$ cat config.mk
export PLATFORM = sky130hd
export DESIGN_NAME = skew_feeder
export DESIGN_NICKNAME = d
export VERILOG_FILES = /design/src/rtl/skew_feeder.sv
export SDC_FILE = /design/constraint.sdc
export NUM_CORES = 1
export LEC_CHECK = 0
export CAP_MARGIN = 40
export CELL_PAD_IN_SITES_DETAIL_PLACEMENT = 1
export CELL_PAD_IN_SITES_GLOBAL_PLACEMENT = 2
export CORE_UTILIZATION = 23
export DETAILED_ROUTE_END_ITERATION = 12
export HOLD_SLACK_MARGIN = 0.05
export PLACE_DENSITY = 0.93
export SKIP_CTS_REPAIR_TIMING = 1
export SYNTH_ARGS = -nofsm -noshare
export SYNTH_HDL_FRONTEND = slang
export SYNTH_SLANG_ARGS = --single-unit
$ cat constraint.sdc
create_clock -name clk -period 8.95 [get_ports clk]
set_clock_uncertainty 0.1 [all_clocks]
set_input_delay 0.895 -clock clk [delete_from_list [all_inputs] [get_ports clk]]
set_output_delay 0.895 -clock clk [all_outputs]
set_load 0.005 [all_outputs]
$ cat src/rtl/skew_feeder.sv
// rtl/skew_feeder.sv - drains per-row FIFOs into a skewed row vector for a systolic array edge
module skew_feeder #(
    parameter int ROWS  = 4,
    parameter int WIDTH = 16,
    parameter int LEN_W = 8
) (
    input  logic                  clk,
    input  logic                  rstn,
    input  logic                  start,
    input  logic [LEN_W-1:0]      len,
    output logic                  busy,
    output logic                  done,
    input  logic [ROWS-1:0]       fifo_empty,
    output logic [ROWS-1:0]       fifo_r_en,
    input  logic [ROWS*WIDTH-1:0] fifo_data,
    output logic                  out_valid,
    input  logic                  out_ready,
    output logic [ROWS*WIDTH-1:0] out_data,
    output logic [ROWS-1:0]       out_mask
);

    localparam int SW = LEN_W + $clog2(ROWS) + 1;

    typedef enum logic [1:0] {
        S_IDLE,
        S_RUN,
        S_FIN
    } state_t;

    state_t         state_q, state_d;
    logic [SW-1:0]  step_q, step_d;
    logic [LEN_W-1:0] k_q, k_d;

    logic [SW-1:0]   k_ext;
    logic [SW-1:0]   last_step;
    logic [ROWS-1:0] act;
    logic [ROWS-1:0] blocked;
    logic            slot_free;
    logic            go;

    assign k_ext     = SW'(k_q);
    assign last_step = k_ext + SW'(ROWS - 2);

    // Row i owns steps [i, i+K); everything outside that window is zero-filled.
    always_comb begin
        act = '0;
        for (int i = 0; i < ROWS; i++) begin
            act[i] = (step_q >= SW'(i)) && (step_q < SW'(i) + k_ext);
        end
    end

    // A single empty active row stalls every row so the skew never slips.
    assign blocked   = act & fifo_empty;
    assign slot_free = !out_valid || out_ready;
    assign go        = (state_q == S_RUN) && (blocked == '0) && slot_free;
    assign fifo_r_en = go ? act : '0;

    always_ff @(posedge clk) begin
        if (!rstn) begin
            state_q <= S_IDLE;
            step_q  <= '0;
            k_q     <= '0;
        end else begin
            state_q <= state_d;
            step_q  <= step_d;
            k_q     <= k_d;
        end
    end

    always_comb begin
        state_d = state_q;
        step_d  = step_q;
        k_d     = k_q;
        done    = 1'b0;
        busy    = 1'b0;
        case (state_q)
            S_IDLE: begin
                if (start) begin
                    step_d = '0;
                    k_d    = len;
                    if (len != '0) begin
                        state_d = S_RUN;
                    end else begin
                        state_d = S_FIN;
                    end
                end
            end
            S_RUN: begin
                busy = 1'b1;
                if (go) begin
                    step_d = step_q + SW'(1);
                    if (step_q == last_step) begin
                        state_d = S_FIN;
                    end
                end
            end
            S_FIN: begin
                if (slot_free) begin
                    done    = 1'b1;
                    state_d = S_IDLE;
                end else begin
                    busy = 1'b1;
                end
            end
            default: begin
                state_d = S_IDLE;
            end
        endcase
    end

    // Mask is cleared with valid so an idle port presents all-zero data.
    always_ff @(posedge clk) begin
        if (!rstn) begin
            out_valid <= 1'b0;
            out_mask  <= '0;
        end else if (go) begin
            out_valid <= 1'b1;
            out_mask  <= act;
        end else if (out_ready) begin
            out_valid <= 1'b0;
            out_mask  <= '0;
        end
    end

    always_comb begin
        out_data = '0;
        for (int i = 0; i < ROWS; i++) begin
            out_data[i*WIDTH +: WIDTH] = out_mask[i] ? fifo_data[i*WIDTH +: WIDTH] : '0;
        end
    end

endmodule

==> impl_metrics.json, run 1 <==
{
  "crit_type": "flop to output pin",
  "p_clk_frac": 0.182,
  "finalNonFillerCells": 701,
  "hold_path_class": "flop to flop",
  "cp_cell_sequence": "clkinv_1 -> nor4_1 -> nand2_1 -> xnor2_1 -> ha_1 -> nand4_1 -> a21oi_1 -> o211a_1 -> o311ai_2 -> nor2_4 -> and3_1 -> clkdlybuf4s50_1",
  "outcome": "completed",
  "dieArea_um2": 13800,
  "startpoint_type": "flop",
  "grt_util_all_layers": 0.187,
  "pwr-share-seq": 0.249,
  "p_int_mw": 0.364,
  "cp_slowest_stage_delay_ps": 590,
  "swShare": 0.426,
  "chipHeight_um": 117,
  "drive_above_1_share": 0.0378,
  "synthArstFlopShare": 0,
  "p_leak_nw": 1.93,
  "ff_latch_area_um2": 520,
  "hold_viol_final": 0,
  "combPwrFrac": 0.569,
  "synthFlopType": "dfxtp_1",
  "dpl.cell_count": 697,
  "syn_nets": 510,
  "postRouteAntennaNets": 0,
  "slew_headroom": 0.568,
  "cts_tree": "yes",
  "grt_pass1_vias": 3571,
  "drc_errors": 0,
  "maxCapViolations": 0,
  "nets": 653,
  "grt-ovfl-total": 0,
  "crit_required_ps": 7960,
  "synth-edff-count": 0,
  "syn_avg_cell_area_um2": 7.92,
  "cts_buffers": 3,
  "maxSlewViolCount": 0,
  "vias_per_cell": 4.91,
  "clkTransAtPathRegs_ps": 70,
  "grt_max_degree": 30,
  "setup_viol_count_final": 0,
  "htree_levels": 1,
  "cp.arrival_ps": 4270,
  "multi_input_area_um2": 2400,
  "antenna_found_initial": 0,
  "postLayoutCellArea_um2": 4840,
  "p_switching_mw": 0.270,
  "tns_ps": 0,
  "ios": 155,
  "grt_pass1_wl_um": 20700,
  "wl_per_cell_um": 18.6,
  "fin_crit_sh": 0.588,
  "cp_max_fo": 23,
  "dp_hpwl_um": 10700,
  "min_period_ps": 5260,
  "num_vias": 3440,
  "yosys_warnings": 0,
  "synth_seq_area_share": 0.170,
  "fp.dieW_um": 117,
  "cts_sinks": 26,
  "areaGrowthSynthToFinish_pct": 58.0,
  "cts_buffer_depth": 2,
  "tightest_slew_ps": 648,
  "io_buffers": 154,
  "max_freq_ghz": 0.190,
  "synth-seq-cells": 26,
  "place_congestion": 0.917,
  "placed_cell_area_um2": 4750,
  "synth_cells": 387,
  "slowest_stage": "nor4_1",
  "powerDensity_nw_per_um2": 131,
  "vdd_drop_max_mv": 0.156,
  "dr.pass1.iters": 4,
  "yosys.cell_types.count": 59,
  "rsz0062_at_grt": "no",
  "clkLatencyLatePin_ps": 260,
  "core_um2": 12800,
  "drt-initial-drc-count": 171,
  "cp-end-kind": "output pin",
  "fillCellCount": 1553,
  "netlist_area_um2": 3070,
  "initial_core_util": 0.239,
  "insertedDiodeCount": 0,
  "cts_root_buffer": "clkbuf_16",
  "drt_wl_total_um": 13000,
  "rows": 41
}
[sequential cells by signal, indices dropped and copies added (netlist names)]
name,flops
k_q,8
out_mask,4
out_valid,1
state_q,2
step_q,11
[metal layers]
| layer | global-route usage | vias up | share of wire |
|---|---|---|---|
| met4 | 0.0170 | 0 | 0.0053 |
| met3 | 0.0204 | 10 | 0.036 |
| met2 | 0.338 | 102 | 0.51 |
| met5 | 0 | - | 0 |
| li1 | - | 1658 | - |
| met1 | 0.245 | 1670 | 0.44 |
[power by group through the flow]
| stage | clock [mW] | sequential [mW] | combinational [mW] |
|---|---|---|---|
| global route | 0.123 | 0.162 | 0.394 |
| CTS | 0.116 | 0.158 | 0.360 |
| detailed placement | 0 | 0.161 | 0.356 |
| finish | 0.115 | 0.158 | 0.360 |
| floorplan | 0 | 0.147 | 0.230 |
| global placement | 0 | 0.158 | 0.345 |
[cells by family (layout without fill, tap and decap cells)]
group	Yosys count	after routing	synth area share
and+or+nand+nor	193	193	0.367
muxes	4	4	0.0135
DFF	26	26	0.170
buffers and inverters	36	178	0.0478
AOI/OAI and AO/OA	68	68	0.178
adders and majority gates	43	43	0.176
xor gates and xnor gates	17	17	0.0486
[cell usage after synthesis, drive strengths merged (3+ instances only)]
cell | n | area share
and3 | 14 | 0.029
o2111ai | 3 | 0.0086
nor2 | 11 | 0.016
nor2b | 4 | 0.0082
nand4 | 11 | 0.022
nand2b | 9 | 0.018
nor3 | 5 | 0.0082
a31oi | 6 | 0.014
dfxtp | 26 | 0.17
and2 | 67 | 0.14
nand2 | 34 | 0.042
o311ai | 4 | 0.020
o21a | 6 | 0.015
a21boi | 8 | 0.020
xnor2 | 16 | 0.046
mux2i | 3 | 0.0098
a21oi | 16 | 0.026
nor4 | 7 | 0.024
o21ai | 4 | 0.0078
clkbuf | 15 | 0.018
a21o | 4 | 0.0098
o21bai | 3 | 0.0073
nand3 | 22 | 0.038
ha | 43 | 0.18
inv | 18 | 0.022
[per-stage QoR]
step	setup slack, ps	hold slack (ps)	power [mW]	utilization
finish	3690	434	0.634	0.378
global route	3360	481	0.679	0.378
CTS	3780	440	0.634	0.378
detailed placement	4090	430	0.517	0.371
global placement	4230	414	0.503	0.371
floorplan	4940	381	0.376	-
[worst max-delay path: cells and delay by family (launching register included)]
family	cells	cell delay (ps)
fa+ha+maj	1	360
flops	1	490
compound gates	3	590
xor+xnor	1	170
simple gates	5	1560
buf+inv	2	810
[path summary, 6_finish.rpt]
kind | startpoint | endpoint | depth (start not counted) | slack (ps)
worst max register to register | k_q[3]$_SDFFE_PN0P_ | step_q[1]$_SDFFE_PN0P_ | 12 | 4870
worst max-delay path | k_q[3]$_SDFFE_PN0P_ | fifo_r_en[2] | 12 | 3690
worst min-delay path | k_q[5]$_SDFFE_PN0P_ | k_q[5]$_SDFFE_PN0P_ | 2 | 430
worst min register to register | k_q[5]$_SDFFE_PN0P_ | k_q[5]$_SDFFE_PN0P_ | 2 | 430
[cells in the final DEF (no fill, tap or decap), types with 2 or more instances in the layout]
master / netlist / routed
a31oi_1: 5 / 5
mux2i_1: 3 / 3
xnor2_1: 16 / 16
o21a_1: 6 / 6
nand3_1: 21 / 21
a21boi_0: 8 / 8
clkdlybuf4s50_1: 0 / 154
nor3_1: 5 / 5
a21oi_1: 16 / 16
nor4_1: 5 / 5
nand2b_1: 9 / 9
dfxtp_1: 26 / 26
nand3b_1: 2 / 2
o21ai_0: 2 / 2
and3_1: 14 / 14
ha_1: 43 / 43
nor2_1: 10 / 10
o21bai_1: 3 / 3
and2_1: 67 / 67
nand2_1: 34 / 34
inv_1: 18 / 18
nand4_1: 11 / 11
o2111ai_1: 3 / 3
o211a_1: 2 / 2
nor2b_1: 4 / 4
a41o_1: 2 / 2
clkbuf_16: 0 / 3
a21o_1: 4 / 4
nor4_4: 2 / 2
[cell type report]
cell class | count | area share
Inverter | 19 | 0.0147
Multi-Input combinational cell | 325 | 0.495
Tap cell | 172 | 0.0444
Timing Repair Buffer | 155 | 0.320
Sequential cell | 26 | 0.107
Clock buffer | 4 | 0.0183
Note: power is estimated with default switching activity, not from simulation.
==> inputs of run 2 (changes only) <==
--- a/config.mk
+++ b/config.mk
@@ -8,10 +8,10 @@
 export CAP_MARGIN = 40
 export CELL_PAD_IN_SITES_DETAIL_PLACEMENT = 1
 export CELL_PAD_IN_SITES_GLOBAL_PLACEMENT = 2
-export CORE_UTILIZATION = 23
+export CORE_UTILIZATION = 22
 export DETAILED_ROUTE_END_ITERATION = 12
 export HOLD_SLACK_MARGIN = 0.05
-export PLACE_DENSITY = 0.93
+export PLACE_DENSITY = 0.9
 export SKIP_CTS_REPAIR_TIMING = 1
 export SYNTH_ARGS = -nofsm -noshare
 export SYNTH_HDL_FRONTEND = slang
==> constraint.sdc (replaced) <==
create_clock -name clk -period 5.4 [get_ports clk]
set_clock_uncertainty 0.1 [all_clocks]
set_input_delay 0.54 -clock clk [delete_from_list [all_inputs] [get_ports clk]]
set_output_delay 0.54 -clock clk [all_outputs]
set_load 0.005 [all_outputs]
==> impl_metrics.json, run 2 (synthesized netlist as in run 1, its figures left out) <==
{
  "drc_errors": 0,
  "grt_util_all_layers": 0.178,
  "cts_sinks": 26,
  "clkLatencyLatePin_ps": 270,
  "dpl.cell_count": 701,
  "crit_type": "flop to output pin",
  "dp_hpwl_um": 10500,
  "dieArea_um2": 14400,
  "dr.pass1.iters": 4,
  "outcome": "completed",
  "largest_reg_flops": 11,
  "cts_tree": "yes",
  "crit_required_ps": 4760,
  "dp_worst_setup_slack_ps": 886,
  "maxSlewViolCount": 0,
  "final_common_cell": "clkdlybuf4s50_1",
  "htree_levels": 1,
  "setup_viol_count_final": 0,
  "slew_headroom": 0.598,
  "maxCapViolations": 0,
  "antenna_found_initial": 0,
  "hold_viol_final": 0,
  "nets": 653,
  "grt-ovfl-total": 0,
  "vdd_drop_max_mv": 0.178,
  "tightest_slew_ps": 598,
  "cp_max_fo": 23,
  "cts_root_buffer": "clkbuf_16",
  "largest-register": "step_q",
  "vias_per_cell": 4.77,
  "postRouteAntennaNets": 0,
  "core_um2": 13400,
  "grt_pass1_wl_um": 20300,
  "rsz0062_at_grt": "no",
  "top_regs": "step_q: 11 flops, k_q: 8 flops, out_mask: 4 flops",
  "max_freq_ghz": 0.205,
  "num_vias": 3364,
  "hold_path_class": "flop to flop",
  "cp-end-kind": "output pin",
  "totalPowerFinal_mw": 1.08,
  "cts_buffer_depth": 2,
  "cp.arrival_ps": 4230,
  "rows": 42,
  "clkTransAtPathRegs_ps": 70,
  "setup_ws_ps": 529,
  "startpoint_type": "flop",
  "drt-initial-drc-count": 97,
  "ios": 155,
  "layout_common_cells": "154 x clkdlybuf4s50_1, 67 x and2_1, 43 x ha_1",
  "insertedDiodeCount": 0,
  "postLayoutCellArea_um2": 4860,
  "wl_per_cell_um": 18.0,
  "cts_buffers": 3,
  "grt_pass1_vias": 3637,
  "drt_wl_total_um": 12700,
  "p_leak_nw": 1.94,
  "min_period_ps": 4870,
  "powerDensity_nw_per_um2": 222,
  "io_buffers": 154,
  "grt_max_degree": 30,
  "placed_cell_area_um2": 4760,
  "areaGrowthSynthToFinish_pct": 58.7,
  "fp.dieW_um": 120,
  "fin_crit_sh": 0.902,
  "finalNonFillerCells": 705,
  "drive_above_1_share": 0.0378,
  "place_congestion": 0.881,
  "chipHeight_um": 120,
  "initial_core_util": 0.229,
  "tns_ps": 0
}
==> run 2: final cells by class <==
class,count,area (um^2)
well taps,176,220
flip-flops and latches,26,520
clock inverters,1,30.0
repair buffers,155,1550
inverters,19,71.3
clock buffers,3,75.1
fillers,1604,8540
multi-input cells,325,2400
==> run 2: final timing paths <==
kind	startpoint	to	slack [ps]	depth (start not counted)
worst min register to register	state_q[1]$_SDFFE_PN0P_	state_q[1]$_SDFFE_PN0P_	440	1
worst max register to register	k_q[3]$_SDFFE_PN0P_	step_q[1]$_SDFFE_PN0P_	1400	11
worst min-delay path	state_q[1]$_SDFFE_PN0P_	state_q[1]$_SDFFE_PN0P_	440	1
worst max-delay path	k_q[3]$_SDFFE_PN0P_	fifo_r_en[3]	530	12
==> run 2: where the power goes <==
part | switching (mW) | internal [mW]
registers | 0.0461 | 0.216
logic | 0.318 | 0.273
clock network | 0.0799 | 0.148
==> run 2: worst max-delay path, stage by stage (launching register included) <==
cell and delay, ps:
dfxtp_1 480, clkinv_1 280, nor4_1 620, nand2_1 150, xnor2_1 150, ha_1 340, nand4_1 100, a21oi_1 150
o211a_1 280, o311ai_2 160, nor2_4 430, and3_1 260, clkdlybuf4s50_1 550
==> run 2: stage by stage <==
step           hold WS [ps]   util
2_1_floorplan           381      -
3_3_place_gp            419  0.355
3_5_place_dp            421  0.355
4_1_cts                 438  0.363
5_1_grt                 467  0.363
6_report                436  0.363
==> run 2: metal layers <==
layer	wire, um	share of wire	track usage	up-vias
met5	0	0	0	-
met4	108	0.0085	0.0266	0
met3	240	0.019	0.0128	10
met2	6740	0.53	0.331	50
met1	5630	0.44	0.226	1641
li1	-	-	-	1663
==> inputs of run 3 (changes only) <==
--- a/config.mk
+++ b/config.mk
@@ -12,7 +12,6 @@
 export DETAILED_ROUTE_END_ITERATION = 12
 export HOLD_SLACK_MARGIN = 0.05
 export PLACE_DENSITY = 0.9
-export SKIP_CTS_REPAIR_TIMING = 1
 export SYNTH_ARGS = -nofsm -noshare
 export SYNTH_HDL_FRONTEND = slang
 export SYNTH_SLANG_ARGS = --single-unit
==> results of run 3 <==
No change in the layout: final DEF, timing and power equal those of run 2.
